--- src/rtl/qr_cordic_pkg.sv ---
// rtl/qr_cordic_pkg.sv - shared sizes, op modes and FSM states for the Givens QR sequencer
package qr_cordic_pkg;
  localparam int DW   = 13;
  localparam int ROWS = 8;
  localparam int COLS = 4;
  localparam int ITER = 12;
  localparam int RW   = COLS * DW;

  localparam logic MODE_VEC = 1'b0;
  localparam logic MODE_ROT = 1'b1;

  typedef enum logic [2:0] {
    IDLE, LOAD, VEC_REQ, VEC_WAIT, ROT_REQ, ROT_WAIT, NEXT, OUT
  } state_t;
endpackage

--- src/rtl/qr_row_buf.sv ---
// rtl/qr_row_buf.sv - ROWSxCOLS element register file with row-wide load/read and two element ports
module qr_row_buf
  import qr_cordic_pkg::*;
(
  input  logic          clk,
  input  logic          rst,
  input  logic          ld_en,
  input  logic [2:0]    ld_row,
  input  logic [RW-1:0] ld_data,
  input  logic [2:0]    rd_row,
  output logic [RW-1:0] rd_data,
  input  logic [2:0]    e0_row,
  input  logic [1:0]    e0_col,
  output logic [DW-1:0] e0_rdata,
  input  logic          e0_we,
  input  logic [DW-1:0] e0_wdata,
  input  logic [2:0]    e1_row,
  input  logic [1:0]    e1_col,
  output logic [DW-1:0] e1_rdata,
  input  logic          e1_we,
  input  logic [DW-1:0] e1_wdata
);
  logic [DW-1:0] mem [ROWS][COLS];

  // Each element port reads and writes the same cell, so a PE result lands where its operand came from.
  always_ff @(posedge clk or posedge rst) begin
    if (rst) begin
      for (int r = 0; r < ROWS; r++)
        for (int c = 0; c < COLS; c++)
          mem[r][c] <= '0;
    end else begin
      if (ld_en)
        for (int c = 0; c < COLS; c++)
          mem[ld_row][c] <= ld_data[c*DW +: DW];
      if (e0_we) mem[e0_row][e0_col] <= e0_wdata;
      if (e1_we) mem[e1_row][e1_col] <= e1_wdata;
    end
  end

  always_comb begin
    rd_data = '0;
    for (int c = 0; c < COLS; c++)
      rd_data[c*DW +: DW] = mem[rd_row][c];
  end

  assign e0_rdata = mem[e0_row][e0_col];
  assign e1_rdata = mem[e1_row][e1_col];
endmodule

--- src/rtl/qr_givens_sched.sv ---
// rtl/qr_givens_sched.sv - loads an 8x4 matrix, schedules Givens ops on a shared CORDIC PE, streams R out
module qr_givens_sched
  import qr_cordic_pkg::*;
(
  input  logic            clk,
  input  logic            rst,
  input  logic            valid,
  input  logic [RW-1:0]   in,
  output logic            out_valid,
  output logic [RW-1:0]   out,
  output logic            busy,
  output logic            cordic_req,
  output logic            cordic_mode,
  output logic [DW-1:0]   cordic_x,
  output logic [DW-1:0]   cordic_y,
  output logic [ITER-1:0] cordic_dir_o,
  input  logic            cordic_ack,
  input  logic [DW-1:0]   cordic_xr,
  input  logic [DW-1:0]   cordic_yr,
  input  logic [ITER-1:0] cordic_dir_i
);
  state_t state, state_nx;

  logic [2:0]    row_cnt;
  logic [2:0]    i_cnt;
  logic [1:0]    j_cnt;
  logic [1:0]    k_cnt;
  logic [2:0]    up_row;
  logic [1:0]    col;
  logic [DW-1:0] a_data;
  logic [DW-1:0] b_data;
  logic [RW-1:0] rd_data;
  logic          ld_en;
  logic          wr_en;
  logic [DW-1:0] low_wdata;
  logic          rot_more;
  logic          last_vec;
  logic          col_done;

  assign up_row    = i_cnt - 3'd1;
  assign cordic_mode = (state == ROT_REQ) || (state == ROT_WAIT);
  assign col       = cordic_mode ? k_cnt : j_cnt;
  assign ld_en     = valid && ((state == IDLE) || (state == LOAD));
  // Acks only count while a request is outstanding, which is exactly the WAIT states.
  assign wr_en     = cordic_ack && ((state == VEC_WAIT) || (state == ROT_WAIT));
  assign low_wdata = (state == ROT_WAIT) ? cordic_yr : '0;
  assign rot_more  = (j_cnt != 2'd3) && (k_cnt != 2'd3);
  assign col_done  = (i_cnt == ({1'b0, j_cnt} + 3'd1));
  assign last_vec  = (j_cnt == 2'd3) && col_done;

  qr_row_buf u_buf (
    .clk      (clk),
    .rst      (rst),
    .ld_en    (ld_en),
    .ld_row   (row_cnt),
    .ld_data  (in),
    .rd_row   (row_cnt),
    .rd_data  (rd_data),
    .e0_row   (up_row),
    .e0_col   (col),
    .e0_rdata (a_data),
    .e0_we    (wr_en),
    .e0_wdata (cordic_xr),
    .e1_row   (i_cnt),
    .e1_col   (col),
    .e1_rdata (b_data),
    .e1_we    (wr_en),
    .e1_wdata (low_wdata)
  );

  always_ff @(posedge clk or posedge rst) begin
    if (rst) state <= IDLE;
    else     state <= state_nx;
  end

  always_comb begin
    state_nx = state;
    unique case (state)
      IDLE:     if (valid) state_nx = LOAD;
      LOAD:     if (valid && row_cnt == 3'd7) state_nx = VEC_REQ;
      VEC_REQ:  state_nx = VEC_WAIT;
      VEC_WAIT: if (cordic_ack) state_nx = (j_cnt == 2'd3) ? NEXT : ROT_REQ;
      ROT_REQ:  state_nx = ROT_WAIT;
      ROT_WAIT: if (cordic_ack) state_nx = NEXT;
      NEXT:     state_nx = rot_more ? ROT_REQ : (last_vec ? OUT : VEC_REQ);
      OUT:      if (row_cnt == 3'd7) state_nx = IDLE;
      default:  state_nx = IDLE;
    endcase
  end

  // row_cnt serves both load and readout; it wraps to 0 after row 7 in each phase.
  always_ff @(posedge clk or posedge rst) begin
    if (rst) begin
      row_cnt <= '0;
      i_cnt   <= '0;
      j_cnt   <= '0;
      k_cnt   <= '0;
    end else begin
      if (ld_en || state == OUT) row_cnt <= row_cnt + 3'd1;
      if (state == LOAD && valid && row_cnt == 3'd7) begin
        j_cnt <= '0;
        i_cnt <= 3'd7;
      end
      if (state == VEC_WAIT && cordic_ack) k_cnt <= j_cnt + 2'd1;
      if (state == NEXT) begin
        if (rot_more) begin
          k_cnt <= k_cnt + 2'd1;
        end else if (col_done) begin
          j_cnt <= j_cnt + 2'd1;
          i_cnt <= 3'd7;
        end else begin
          i_cnt <= i_cnt - 3'd1;
        end
      end
    end
  end

  always_ff @(posedge clk or posedge rst) begin
    if (rst) begin
      cordic_req   <= 1'b0;
      cordic_dir_o <= '0;
    end else begin
      if (state == VEC_REQ || state == ROT_REQ) cordic_req <= 1'b1;
      else if (wr_en)                           cordic_req <= 1'b0;
      if (state == VEC_WAIT && cordic_ack) cordic_dir_o <= cordic_dir_i;
    end
  end

  assign cordic_x  = cordic_req ? a_data : '0;
  assign cordic_y  = cordic_req ? b_data : '0;
  assign out_valid = (state == OUT);
  assign out       = out_valid ? rd_data : '0;
  assign busy      = (state != IDLE);
endmodule

--- config.mk ---
export PLATFORM = sky130hd
export DESIGN_NAME = qr_givens_sched
export DESIGN_NICKNAME = d
export VERILOG_FILES = /design/src/rtl/qr_cordic_pkg.sv /design/src/rtl/qr_row_buf.sv /design/src/rtl/qr_givens_sched.sv
export SDC_FILE = /design/constraint.sdc
export NUM_CORES = 2
export LEC_CHECK = 0
export BUFFER_PORTS_ARGS = -buffer_cell sky130_fd_sc_hd__buf_2
export CAP_MARGIN = 0
export CELL_PAD_IN_SITES_DETAIL_PLACEMENT = 1
export CELL_PAD_IN_SITES_GLOBAL_PLACEMENT = 2
export CORE_MARGIN = 2
export CORE_UTILIZATION = 42
export DETAILED_ROUTE_END_ITERATION = 10
export PLACE_DENSITY = 0.87
export SKIP_LAST_GASP = 1
export SLEW_MARGIN = 20
export SYNTH_ARGS = -nofsm -noshare
export SYNTH_HDL_FRONTEND = slang
export SYNTH_HIERARCHICAL = 1
export SYNTH_SLANG_ARGS = --single-unit
--- constraint.sdc ---
create_clock -name clk -period 22.1 [get_ports clk]
set_clock_uncertainty 0.15 [all_clocks]
set_input_delay 2.21 -clock clk [delete_from_list [all_inputs] [get_ports clk]]
set_output_delay 2.21 -clock clk [all_outputs]
set_load 0.03 [all_outputs]
==> impl_metrics.yaml <==
finish:
  fin_util_pct: 46.4
  drive_above_1_share_pct: 15.2
  layout_commonest_cell: "nand2_1"
  nFillCells: 9993
  final_cell_mix: "nand2_1 (871), mux2i_1 (835), o21ai_0 (811), dfrtp_1 (438), buf_2 (187)"
  syn_to_final_growth_pct: 9.70
  postLayoutCellArea_sq_um: 39400
  final_nets: 4192
synthesis:
  synth_seq_cells: 442
  synthTopCellsByArea: "dfrtp_1 (31%), mux2i_1 (23%), o21ai_0 (11%)"
  synth.net_count: 4307
  syn_inst: 4208
  synth.top_cell.area_share_pct: 30.8
  yosysTopAreaCell: "dfrtp_1"
  postSynthAreaPerCell_sq_um: 8.53
  synth_flop_cell: "dfrtp_1"
  seq_area_frac_synth_pct: 30.8
  async_flop_share_pct: 100
  synth-edff-count: 0
  syn-cell-area_sq_um: 35900
  yosys_warnings: 6
  synth.distinct_cells: 62
power:
  power.share.clock_pct: 17.6
  p_seq_share_pct: 29.9
  leakagePower_nw: 18.3
  p_int_w: 0.00318
  totalPowerFinal_w: 0.00589
  p_per_area_nw_per_um2: 150
  p_sw_w: 0.00271
  ir_drop_mv: 0.0796
  pwr-share-comb_pct: 52.5
  switching_share_pct: 45.9
placed_design:
  placed_cell_area_sq_um: 37200
  place.gp.congestion: 0.927
  dpl.hpwl_mm: 104
  io_buffer_count: 187
timing:
  fin_crit_sh_pct: 36.1
  period_needed_ns: 7.98
  finalMaxSlewViolations: 0
  tns_ns: 0
  hold_viol: 0
  maxSlewHeadroom_pct: 19.8
  rsz0062_at_grt: "no"
  clock.fmax_mhz: 125
  setup_viol: 0
  worst_slew_pin_slew_ns: 1.20
clock_tree:
  cts_max_path_buffers: 3
  clk_latency_ns: 0.64
  cts_root_buffer: "clkbuf_16"
  postCtsSetupBuffers: 0
  cts_tree: "yes"
  numCtsBuffers: 58
  holdBufCountCts: 0
  cts_max_level: 2
  clock-sinks: 442
  path_clk_slew_ns: 0.06
  post_cts_resize_count: 0
setup_path:
  max_stage_delay_ns: 1.03
  cp_cell_sequence: "inv_8 -> ha_1 -> inv_1 -> nor2b_4 -> buf_4 -> a22oi_1 -> nand3_1 -> nand4_1 -> and2_1 -> buf_2"
  worstReg2RegStart: "i_cnt[0]"
  worstSetupStartpointType: "flip-flop"
  endpoint_kind: "primary output"
  required_ns: 19.74
  worst-path-buf-inv: 4
  cp_top_family: "buffers and inverters"
  critPathLaunch: "i_cnt[0]"
  critPathMaxFanout: 81
  slowest_stage: "dfrtp_4"
  crit_type: "reg2out"
  cp_data_arrival_time_ns: 5.62
global_route:
  antenna_found_initial: 17
  grt_max_degree: 149
  grt_pass1_wl_mm: 241
  grt_pass1_vias: 34600
  grt.total_usage_pct: 37.4
  overflow: 0
status:
  status: "finished, final reports clean"
worst_hold_path:
  worstHoldStart: "cordic_dir_o[1]"
  hp-class: "reg2reg"
job:
  drv_cap: 0
die:
  die-area_sq_um: 87800
  die_x_um: 296
  die_height_um: 296
  pin_count: 188
  start_util_pct: 42.3
  rows: 107
  fp.coreArea_sq_um: 84900
routing:
  wl_per_cell_um: 31.6
  viasPerCell: 6.61
  wirelength_mm: 167
  drc_errors: 0
  firstDrtPassIters: 5
  ant_nets: 0
  vias: 35000
  drtIter0Drc: 3867
==> area by class of cell <==
cell class / instances / area, sq um / share of cell area, %
Inverter: 9 / 48.8 / 0.124
Sequential cell: 442 / 11100 / 28.1
Antenna cell: 6 / 15.0 / 0.0381
Multi-Input combinational cell: 3291 / 22900 / 58.3
Clock buffer: 82 / 1680 / 4.27
Tap cell: 1144 / 1430 / 3.63
Timing Repair Buffer: 291 / 1840 / 4.66
Clock inverter: 23 / 349 / 0.886
==> final timing paths <==
kind | endpoint | slack [ns] | cells after the start
max reg2reg | u_buf/mem[240] | 16.53 | 10
min in group asynchronous | u_buf/mem[65] | 1.49 | 2
min | cordic_dir_o[1] | 0.35 | 1
max | cordic_x[10] | 14.12 | 10
min reg2reg | cordic_dir_o[1] | 0.35 | 1
max in group asynchronous | u_buf/mem[132] | 17.93 | 4
==> worst register-to-register path: stages (launching register included) <==
cell,delay (ns)
dfrtp_4,1.03
inv_8,0.50
ha_1,0.49
inv_1,0.29
nor2b_4,0.65
buf_4,0.70
nand3_1,0.84
buf_4,0.49
nand2_1,0.09
o21ai_0,0.08
o21ai_0,0.18
==> power groups by stage <==
stage | registers, W | clock network [W] | logic, W
after global routing | 0.00180 | 0.00108 | 0.00330
after floorplan | 0.00151 | 0 | 0.00228
final | 0.00176 | 0.00104 | 0.00309
after detailed placement | 0.00175 | 0 | 0.00301
after CTS | 0.00174 | 0.00104 | 0.00303
after global placement | 0.00173 | 0 | 0.00294
==> Yosys cell counts (all sizes together) (2+ instances only) <==
master and n:
nand2 875, mux2i 835, o21ai 835, dfrtp 442
clkbuf 273, buf 193, o22ai 106, mux4 104
and2 96, a22oi 91, nand3 71, mux2 67
nor2 42, a21oi 21, nor3 19, nand4 15
or3 14, a211oi 13, nor4 13, o31ai 13
inv 9, nor2b 8, and3b 5, ha 5
and3 4, nand2b 4, nand3b 4, nand4b 4
nor3b 4, and4bb 3, xor2 3, or2 2
xnor2 2
==> registers in the layout, indices dropped and copies added (netlist names) <==
| name | flops |
|---|---|
| j_cnt | 2 |
| row_cnt | 3 |
| cordic_dir_o | 12 |
| k_cnt | 2 |
| state | 3 |
| i_cnt | 3 |
| u_buf/mem | 416 |
| cordic_req | 1 |
==> routing by layer <==
metal  wire length (um)  track usage (%)
met1              65800             48.4
met2              74100             57.8
met3              16300             8.07
met4              10900             21.8
met5                 42                0
==> kinds of logic after synthesis <==
| kind of cell | synth area share, % |
|---|---|
| and+or+nand+nor | 14.6 |
| AOI/OAI and AO/OA | 16.5 |
| muxes | 32.0 |
| buffers and inverters | 5.81 |
| DFF | 30.8 |
| xor gates and xnor gates | 0.122 |
| adders and majority gates | 0.174 |
==> per-stage QoR <==
stage / std cells / hold slack, ns / setup slack [ns]
global placement: 5166 / 0.333 / 14.81
finish: 5288 / 0.352 / 14.12
floorplan: 4208 / 0.368 / 8.16
detailed placement: 5168 / 0.340 / 15.03
global route: 5283 / 0.371 / 14.09
CTS: 5273 / 0.353 / 14.32
Note: power is estimated with default switching activity, not from simulation.
